==> src/rtl/y86_pkg.sv <==
// ----------------------------------------------------------------------------
// y86_pkg
// Shared definitions for the Y86-64 fetch path: icode constants, processor
// status encodings, fetch controller states and the instruction length
// decode function (also used by the fetch/decode datapath).
// ----------------------------------------------------------------------------
package y86_pkg;

    localparam logic [3:0] I_HALT   = 4'h0;
    localparam logic [3:0] I_NOP    = 4'h1;
    localparam logic [3:0] I_RRMOVQ = 4'h2;
    localparam logic [3:0] I_IRMOVQ = 4'h3;
    localparam logic [3:0] I_RMMOVQ = 4'h4;
    localparam logic [3:0] I_MRMOVQ = 4'h5;
    localparam logic [3:0] I_OPQ    = 4'h6;
    localparam logic [3:0] I_JXX    = 4'h7;
    localparam logic [3:0] I_CALL   = 4'h8;
    localparam logic [3:0] I_RET    = 4'h9;
    localparam logic [3:0] I_PUSHQ  = 4'hA;
    localparam logic [3:0] I_POPQ   = 4'hB;

    typedef enum logic [1:0] {
        STAT_AOK = 2'd0,
        STAT_HLT = 2'd1,
        STAT_ADR = 2'd2,
        STAT_INS = 2'd3
    } stat_e;

    typedef enum logic [1:0] {
        S_FETCH0  = 2'd0,
        S_FETCHN  = 2'd1,
        S_PRESENT = 2'd2,
        S_STOP    = 2'd3
    } fetch_state_e;

    typedef struct packed {
        logic       invalid;
        logic [3:0] len;
    } len_info_t;

    // Instruction length from icode; ifun is deliberately not examined.
    function automatic len_info_t instr_len_f(input logic [3:0] icode);
        len_info_t r;
        r.invalid = 1'b0;
        r.len     = 4'd1;
        case (icode)
            I_HALT, I_NOP, I_RET:              r.len = 4'd1;
            I_RRMOVQ, I_OPQ, I_PUSHQ, I_POPQ:  r.len = 4'd2;
            I_JXX, I_CALL:                     r.len = 4'd9;
            I_IRMOVQ, I_RMMOVQ, I_MRMOVQ:      r.len = 4'd10;
            default: begin
                r.invalid = 1'b1;
                r.len     = 4'd0;
            end
        endcase
        return r;
    endfunction

endpackage

==> src/rtl/y86_ifetch_ctrl_if.sv <==
// ----------------------------------------------------------------------------
// y86_ifetch_ctrl_if
// Bundles the instruction-memory req/ack bus, the instruction valid/ready
// bus to the datapath, the redirect inputs and the status outputs.
//   master : fetch controller side
//   slave  : memory / datapath / execute side
// ----------------------------------------------------------------------------
interface y86_ifetch_ctrl_if #(
    parameter int MAX_LEN = 10
);
    logic                   imem_req;
    logic [63:0]            imem_addr;
    logic                   imem_ack;
    logic [7:0]             imem_rdata;
    logic                   imem_err;

    logic                   instr_valid;
    logic                   instr_ready;
    logic [8*MAX_LEN-1:0]   instr_bytes;
    logic [3:0]             instr_len;
    logic [63:0]            pc;
    logic [63:0]            valp;

    logic                   redirect_valid;
    logic [63:0]            redirect_pc;

    logic [1:0]             stat;
    logic                   halted;

    modport master (
        output imem_req, imem_addr,
        input  imem_ack, imem_rdata, imem_err,
        output instr_valid, instr_bytes, instr_len, pc, valp,
        input  instr_ready,
        input  redirect_valid, redirect_pc,
        output stat, halted
    );

    modport slave (
        input  imem_req, imem_addr,
        output imem_ack, imem_rdata, imem_err,
        input  instr_valid, instr_bytes, instr_len, pc, valp,
        output instr_ready,
        output redirect_valid, redirect_pc,
        input  stat, halted
    );
endinterface

==> src/rtl/y86_instr_len.sv <==
// ----------------------------------------------------------------------------
// y86_instr_len
// Combinational icode -> {len, invalid} decoder.
//   icode   : high nibble of instruction byte 0
//   len     : instruction length in bytes (1..10), 0 when invalid
//   invalid : icode 12..15
// ----------------------------------------------------------------------------
module y86_instr_len
    import y86_pkg::*;
(
    input  logic [3:0] icode,
    output logic [3:0] len,
    output logic       invalid
);
    len_info_t info;

    always_comb begin
        info    = instr_len_f(icode);
        len     = info.len;
        invalid = info.invalid;
    end
endmodule

==> src/rtl/y86_ifetch_ctrl.sv <==
// ----------------------------------------------------------------------------
// y86_ifetch_ctrl
// Instruction fetch sequencer for the Y86-64 sequential core. Owns the PC,
// reads instruction bytes one at a time over imem req/ack, assembles the
// instruction and hands it to the datapath over instr valid/ready, then
// advances the PC to valP or a redirect target.
//   clk  : clock, rising edge
//   rst  : synchronous active-high reset
//   bus  : y86_ifetch_ctrl_if.master (imem, instr, redirect, stat/halted)
//
// state     | meaning
// ----------+---------------------------------------------------------------
// FETCH0    | requesting byte 0 at pc, decode length on ack
// FETCHN    | requesting byte[count] at pc+count until count == length
// PRESENT   | instruction valid, waiting for instr_ready
// STOP      | halted (HLT/ADR/INS); only rst leaves
// ----------------------------------------------------------------------------
module y86_ifetch_ctrl
    import y86_pkg::*;
#(
    parameter logic [63:0] PC_RESET = 64'h0,
    parameter int          MAX_LEN  = 10
) (
    input  logic                clk,
    input  logic                rst,
    y86_ifetch_ctrl_if.master   bus
);

    fetch_state_e           state_q, state_d;
    logic [63:0]            pc_q, pc_d;
    logic [3:0]             cnt_q, cnt_d;
    logic [3:0]             len_q, len_d;
    logic [8*MAX_LEN-1:0]   buf_q, buf_d;
    stat_e                  stat_q, stat_d;
    // Forces one request-free cycle after every ack, and keeps imem_req low
    // while rst is held.
    logic                   idle_q, idle_d;

    logic [3:0]             dec_len;
    logic                   dec_invalid;
    logic                   req_w;
    logic                   ack_ok;
    logic [3:0]             cnt_inc;

    y86_instr_len u_len (
        .icode   (bus.imem_rdata[7:4]),
        .len     (dec_len),
        .invalid (dec_invalid)
    );

    always_ff @(posedge clk) begin
        if (rst) begin
            state_q <= S_FETCH0;
            pc_q    <= PC_RESET;
            cnt_q   <= 4'd0;
            len_q   <= 4'd0;
            buf_q   <= '0;
            stat_q  <= STAT_AOK;
            idle_q  <= 1'b1;
        end else begin
            state_q <= state_d;
            pc_q    <= pc_d;
            cnt_q   <= cnt_d;
            len_q   <= len_d;
            buf_q   <= buf_d;
            stat_q  <= stat_d;
            idle_q  <= idle_d;
        end
    end

    always_comb begin
        state_d = state_q;
        pc_d    = pc_q;
        cnt_d   = cnt_q;
        len_d   = len_q;
        buf_d   = buf_q;
        stat_d  = stat_q;
        idle_d  = 1'b0;
        ack_ok  = req_w && bus.imem_ack;
        cnt_inc = cnt_q + 4'd1;

        case (state_q)
            S_FETCH0: begin
                if (ack_ok) begin
                    idle_d = 1'b1;
                    if (bus.imem_err) begin
                        stat_d  = STAT_ADR;
                        state_d = S_STOP;
                    end else if (dec_invalid) begin
                        stat_d  = STAT_INS;
                        state_d = S_STOP;
                    end else begin
                        buf_d[7:0] = bus.imem_rdata;
                        len_d      = dec_len;
                        if (dec_len == 4'd1) begin
                            state_d = S_PRESENT;
                        end else begin
                            cnt_d   = 4'd1;
                            state_d = S_FETCHN;
                        end
                    end
                end
            end
            S_FETCHN: begin
                if (ack_ok) begin
                    idle_d = 1'b1;
                    if (bus.imem_err) begin
                        stat_d  = STAT_ADR;
                        state_d = S_STOP;
                    end else begin
                        for (int k = 1; k < MAX_LEN; k++) begin
                            if (cnt_q == 4'(k)) begin
                                buf_d[8*k +: 8] = bus.imem_rdata;
                            end
                        end
                        cnt_d = cnt_inc;
                        if (cnt_inc == len_q) begin
                            state_d = S_PRESENT;
                        end
                    end
                end
            end
            S_PRESENT: begin
                if (bus.instr_ready) begin
                    if (buf_q[7:4] == I_HALT) begin
                        stat_d  = STAT_HLT;
                        state_d = S_STOP;
                    end else begin
                        pc_d    = bus.redirect_valid ? bus.redirect_pc
                                                     : (pc_q + 64'(len_q));
                        buf_d   = '0;
                        cnt_d   = 4'd0;
                        state_d = S_FETCH0;
                    end
                end
            end
            default: begin
                state_d = S_STOP;
            end
        endcase
    end

    always_comb begin
        req_w            = ((state_q == S_FETCH0) || (state_q == S_FETCHN)) && !idle_q;
        bus.imem_req     = req_w;
        bus.imem_addr    = pc_q + 64'(cnt_q);
        bus.instr_valid  = (state_q == S_PRESENT);
        bus.instr_bytes  = buf_q;
        bus.instr_len    = len_q;
        bus.pc           = pc_q;
        bus.valp         = pc_q + 64'(len_q);
        bus.stat         = stat_q;
        bus.halted       = (state_q == S_STOP);
    end

endmodule
==> src/flat_wrapper.sv <==
// flat-port wrapper written by rule: the top's interface ports become plain ports
module y86_ifetch_ctrl_flat import y86_pkg::*;
#(
    parameter logic [63:0] PC_RESET = 64'h0,
    parameter int          MAX_LEN  = 10
)
  (clk, rst, bus_imem_req, bus_imem_addr, bus_imem_ack, bus_imem_rdata, bus_imem_err, bus_instr_valid, bus_instr_bytes, bus_instr_len, bus_pc, bus_valp, bus_instr_ready, bus_redirect_valid, bus_redirect_pc, bus_stat, bus_halted);
  y86_ifetch_ctrl_if #(.MAX_LEN(MAX_LEN)) bus_i ();
  input  logic clk;
  input  logic rst;
  output wire logic [$bits(bus_i.imem_req)-1:0] bus_imem_req;
  output wire logic [$bits(bus_i.imem_addr)-1:0] bus_imem_addr;
  input wire logic [$bits(bus_i.imem_ack)-1:0] bus_imem_ack;
  input wire logic [$bits(bus_i.imem_rdata)-1:0] bus_imem_rdata;
  input wire logic [$bits(bus_i.imem_err)-1:0] bus_imem_err;
  output wire logic [$bits(bus_i.instr_valid)-1:0] bus_instr_valid;
  output wire logic [$bits(bus_i.instr_bytes)-1:0] bus_instr_bytes;
  output wire logic [$bits(bus_i.instr_len)-1:0] bus_instr_len;
  output wire logic [$bits(bus_i.pc)-1:0] bus_pc;
  output wire logic [$bits(bus_i.valp)-1:0] bus_valp;
  input wire logic [$bits(bus_i.instr_ready)-1:0] bus_instr_ready;
  input wire logic [$bits(bus_i.redirect_valid)-1:0] bus_redirect_valid;
  input wire logic [$bits(bus_i.redirect_pc)-1:0] bus_redirect_pc;
  output wire logic [$bits(bus_i.stat)-1:0] bus_stat;
  output wire logic [$bits(bus_i.halted)-1:0] bus_halted;
  assign bus_imem_req = bus_i.imem_req;
  assign bus_imem_addr = bus_i.imem_addr;
  assign bus_i.imem_ack = bus_imem_ack;
  assign bus_i.imem_rdata = bus_imem_rdata;
  assign bus_i.imem_err = bus_imem_err;
  assign bus_instr_valid = bus_i.instr_valid;
  assign bus_instr_bytes = bus_i.instr_bytes;
  assign bus_instr_len = bus_i.instr_len;
  assign bus_pc = bus_i.pc;
  assign bus_valp = bus_i.valp;
  assign bus_i.instr_ready = bus_instr_ready;
  assign bus_i.redirect_valid = bus_redirect_valid;
  assign bus_i.redirect_pc = bus_redirect_pc;
  assign bus_stat = bus_i.stat;
  assign bus_halted = bus_i.halted;
  y86_ifetch_ctrl #(.PC_RESET(PC_RESET), .MAX_LEN(MAX_LEN)) u_core (.clk(clk), .rst(rst), .bus(bus_i));
endmodule
==> config.mk <==
export PLATFORM = sky130hd
export DESIGN_NAME = y86_ifetch_ctrl_flat
export DESIGN_NICKNAME = d
export VERILOG_FILES = /design/src/rtl/y86_pkg.sv /design/src/rtl/y86_ifetch_ctrl_if.sv /design/src/rtl/y86_instr_len.sv /design/src/rtl/y86_ifetch_ctrl.sv /design/src/flat_wrapper.sv
export SDC_FILE = /design/constraint.sdc
export NUM_CORES = 1
export LEC_CHECK = 0
export BUFFER_PORTS_ARGS = -buffer_cell sky130_fd_sc_hd__buf_2
export CAP_MARGIN = 20
export CORE_ASPECT_RATIO = 0.6
export CORE_MARGIN = 3
export CORE_UTILIZATION = 25
export CTS_BUF_LIST = sky130_fd_sc_hd__clkbuf_16
export DETAILED_ROUTE_END_ITERATION = 10
export SKIP_CTS_REPAIR_TIMING = 1
export SYNTH_ARGS = -nofsm -noshare
export SYNTH_HDL_FRONTEND = slang
export SYNTH_SLANG_ARGS = --single-unit
==> constraint.sdc <==
create_clock -name clk -period 6.5 [get_ports clk]
set_input_delay 0.65 -clock clk [delete_from_list [all_inputs] [get_ports clk]]
set_output_delay 0.65 -clock clk [all_outputs]
set_load 0.05 [all_outputs]
==> impl_results.md <==
* Critical Path RT at slightly below 6 ns
* Die area at approximately 46000 µm²
* Status: completed
* Post-DP HPWL at between 40000 and 50000 µm
* Post-synthesis async set-or-reset flop share at 0%
* TritonCTS clock tree: done
* Crit path max fanout at 10
* Starting Density at about a quarter
* Max Cap Viol at 0
* Die Y at approximately 170 µm
* PD cells at roughly 270 nW/µm²
* Post-synth EDFFs at 0
* RSZ-0062 raised after global routing: no
* Drt drc at 0
* Num ports at 359
* Post-synth top cells: nor2_1, dfxtp_1, nand2_1
* DRT antenna net count at 0
* Gpl congestion at about 0.95
* Grt total ovfl at 0
* Worst Tran Pin Value at ~1.1 ns
* Cells after Synth at around 1400
* Maximum clock path buffer count at 2
* Routed wire length at ~52000 µm
* First-pass GRT wire length at ~75000 µm
* DR iter-0 viols at ~1700
* Crit. End Element: primary output
* Post-synthesis register bit count at ~160
* Leakage at 6.204 nW
* DR vias at roughly 12000
* Pins Over Slew Limit at 0
* CTS Buf Count at 17
* Share of post-route cells with drive strength above 1 at 27.35%
* Final hold vios at 0
* Pin count of the biggest net entering global routing at approximately 90
* Mapped cell area at ~11000 µm²
* Chip Width at ~270 µm
* CP Launch Type: flop
* Yosys warns at 0
* Total Routing Usage GR at between 20% and 30%
* Syn nets at 1463
* Type of the worst setup path: flop to primary output
* DR pass1 iterations at 6
* Vias in the first global route at ~11000
* Clk slew on worst S/H paths at roughly 0.07 ns
* Relative slew slack at between 20% and 30%
* Number of cells after detailed placement at 2173
* Nets at about 1700
* Fmax achieved at roughly 220 MHz
* Worst Hold Class: flop to flop
* Root Buffer: clkbuf_16
* Hold_ws at about 0.46 ns
* Initial antenna violation count at 3
* Layout area overhead at 24.46%
* Synth top area share at just under 30%
* Num rows at between 50 and 60
* Vias per cell at around 5.4
* Setup violators final at 0
* Leading area contributor after synthesis: dfxtp_1
* H-tree levels at 4
* Clk_skew at 0.01655 ns
* Minimum clock period at ~4.6 ns
* Final worst-path cycle share at 71.19%
* TritonCTS Sinks at around 160
* Peak supply drop at 0.0001847 V
* Final TNS setup at 0 ns
* Syn Area/Cell at between 7 and 8 µm²
* Routed length per instance at 23.55 µm
* Arrival @ worst endpoint at about 4 ns
* Core ar. at 42160 µm²
* Seq/Total Area, Yosys at between 20% and 30%
* Final cell count without fillers at around 2200
* Top_reg_cell synth: dfxtp_1
* Port Buf Inserts at around 360
* Library cells used by synthesis at 82
* Most numerous cell in the Yosys netlist: nor2_1
* Synth top area cells: dfxtp_1, mux2i_1, nor2_1
* Skew-Pair Late Insertion Delay at around 0.45 ns
power by group:
group	switching (mW)	total, mW	internal, mW
clock network	0.525	1.04	0.519
registers	0.101	1.17	1.07
logic	1.03	1.43	0.396
cells by family after synthesis:
group | after synthesis | share of synthesized area [%]
AO/OA/AOI/OAI | 230 | 15.14
XOR/XNOR | 128 | 10.56
adder cells (fa/ha/maj) | 18 | 2.233
buffers and inverters | 159 | 6.619
flip-flops | 156 | 29.03
multiplexers | 88 | 8.224
other | 1 | 0.03486
AND/OR/NAND/NOR | 587 | 28.15
registers in the layout (all words and copies together), names as in the netlist:
signal / cells
u_core.bus.instr_bytes: 80
u_core.bus.instr_len: 3
u_core.bus.pc: 64
u_core.bus.stat: 2
u_core.cnt_q: 4
u_core.idle_q: 1
u_core.state_q: 2
metrics by stage:
step	cell area [µm²]	power [mW]	util, %	setup slack [ns]
after floorplan	10760	2.235	-	2.640
after global placement	12750	2.586	30.24	2.564
after detailed placement	12770	2.608	30.29	2.562
after CTS	13360	3.658	31.69	2.062
after global routing	13390	3.808	31.75	1.733
final	13390	3.643	31.75	1.872
area by class of cell:
type                            count  area [µm²]
Inverter                           20       75.07
Timing Repair Buffer              378        1954
Clock inverter                     15       166.4
Tap cell                          570       713.2
Sequential cell                   156        3123
Multi-Input combinational cell   1052        6925
Clock buffer                       17       425.4
Antenna cell                        2       5.005
Fill cell                        4547       28780
worst max-delay path, stage by stage (launching register included):
cell     delay [ns]
dfxtp_1        0.41
ha_1           0.40
o21ai_0        0.11
o21ai_1        0.63
nand4_1        0.93
nor4_1         0.57
xor2_1         0.20
buf_2          0.29
placed cells by master, fill, tap and decap left out, types with 20 or more instances in the layout:
| cell type | Yosys | routed |
|---|---|---|
| a21oi_1 | 52 | 52 |
| a31oi_1 | 28 | 28 |
| and3_1 | 25 | 25 |
| buf_2 | 44 | 355 |
| buf_4 | 12 | 20 |
| dfxtp_1 | 156 | 156 |
| mux2i_1 | 85 | 85 |
| nand2_1 | 103 | 102 |
| nand3_1 | 48 | 48 |
| nand4_1 | 48 | 48 |
| nor2_1 | 181 | 181 |
| nor3_1 | 54 | 54 |
| nor4_1 | 23 | 23 |
| o21ai_0 | 30 | 30 |
| xnor2_1 | 58 | 58 |
| xor2_1 | 69 | 69 |
per-layer routing:
layer	vias up	wire length (µm)	GRT usage (%)
met5	-	15	0
li1	5410	-	-
met1	5795	23010	31.10
met3	98	5245	6.048
met2	651	22000	31.76
met4	2	1770	7.578
final timing paths:
check	start	endpoint	slack (ns)	cells after the start
min reg2reg	u_core.bus.stat[1]$_SDFFE_PP0P_	u_core.bus.stat[1]$_SDFFE_PP0P_	0.46	2
max reg2reg	u_core.state_q[0]$_SDFFE_PP0P_	u_core.bus.pc[10]$_SDFFE_PP0P_	3.23	7
min	u_core.bus.stat[1]$_SDFFE_PP0P_	u_core.bus.stat[1]$_SDFFE_PP0P_	0.46	2
max	u_core.bus.pc[2]$_SDFFE_PP0P_	bus_imem_addr[39]	1.87	7
Note: power is estimated with default switching activity, not from simulation.
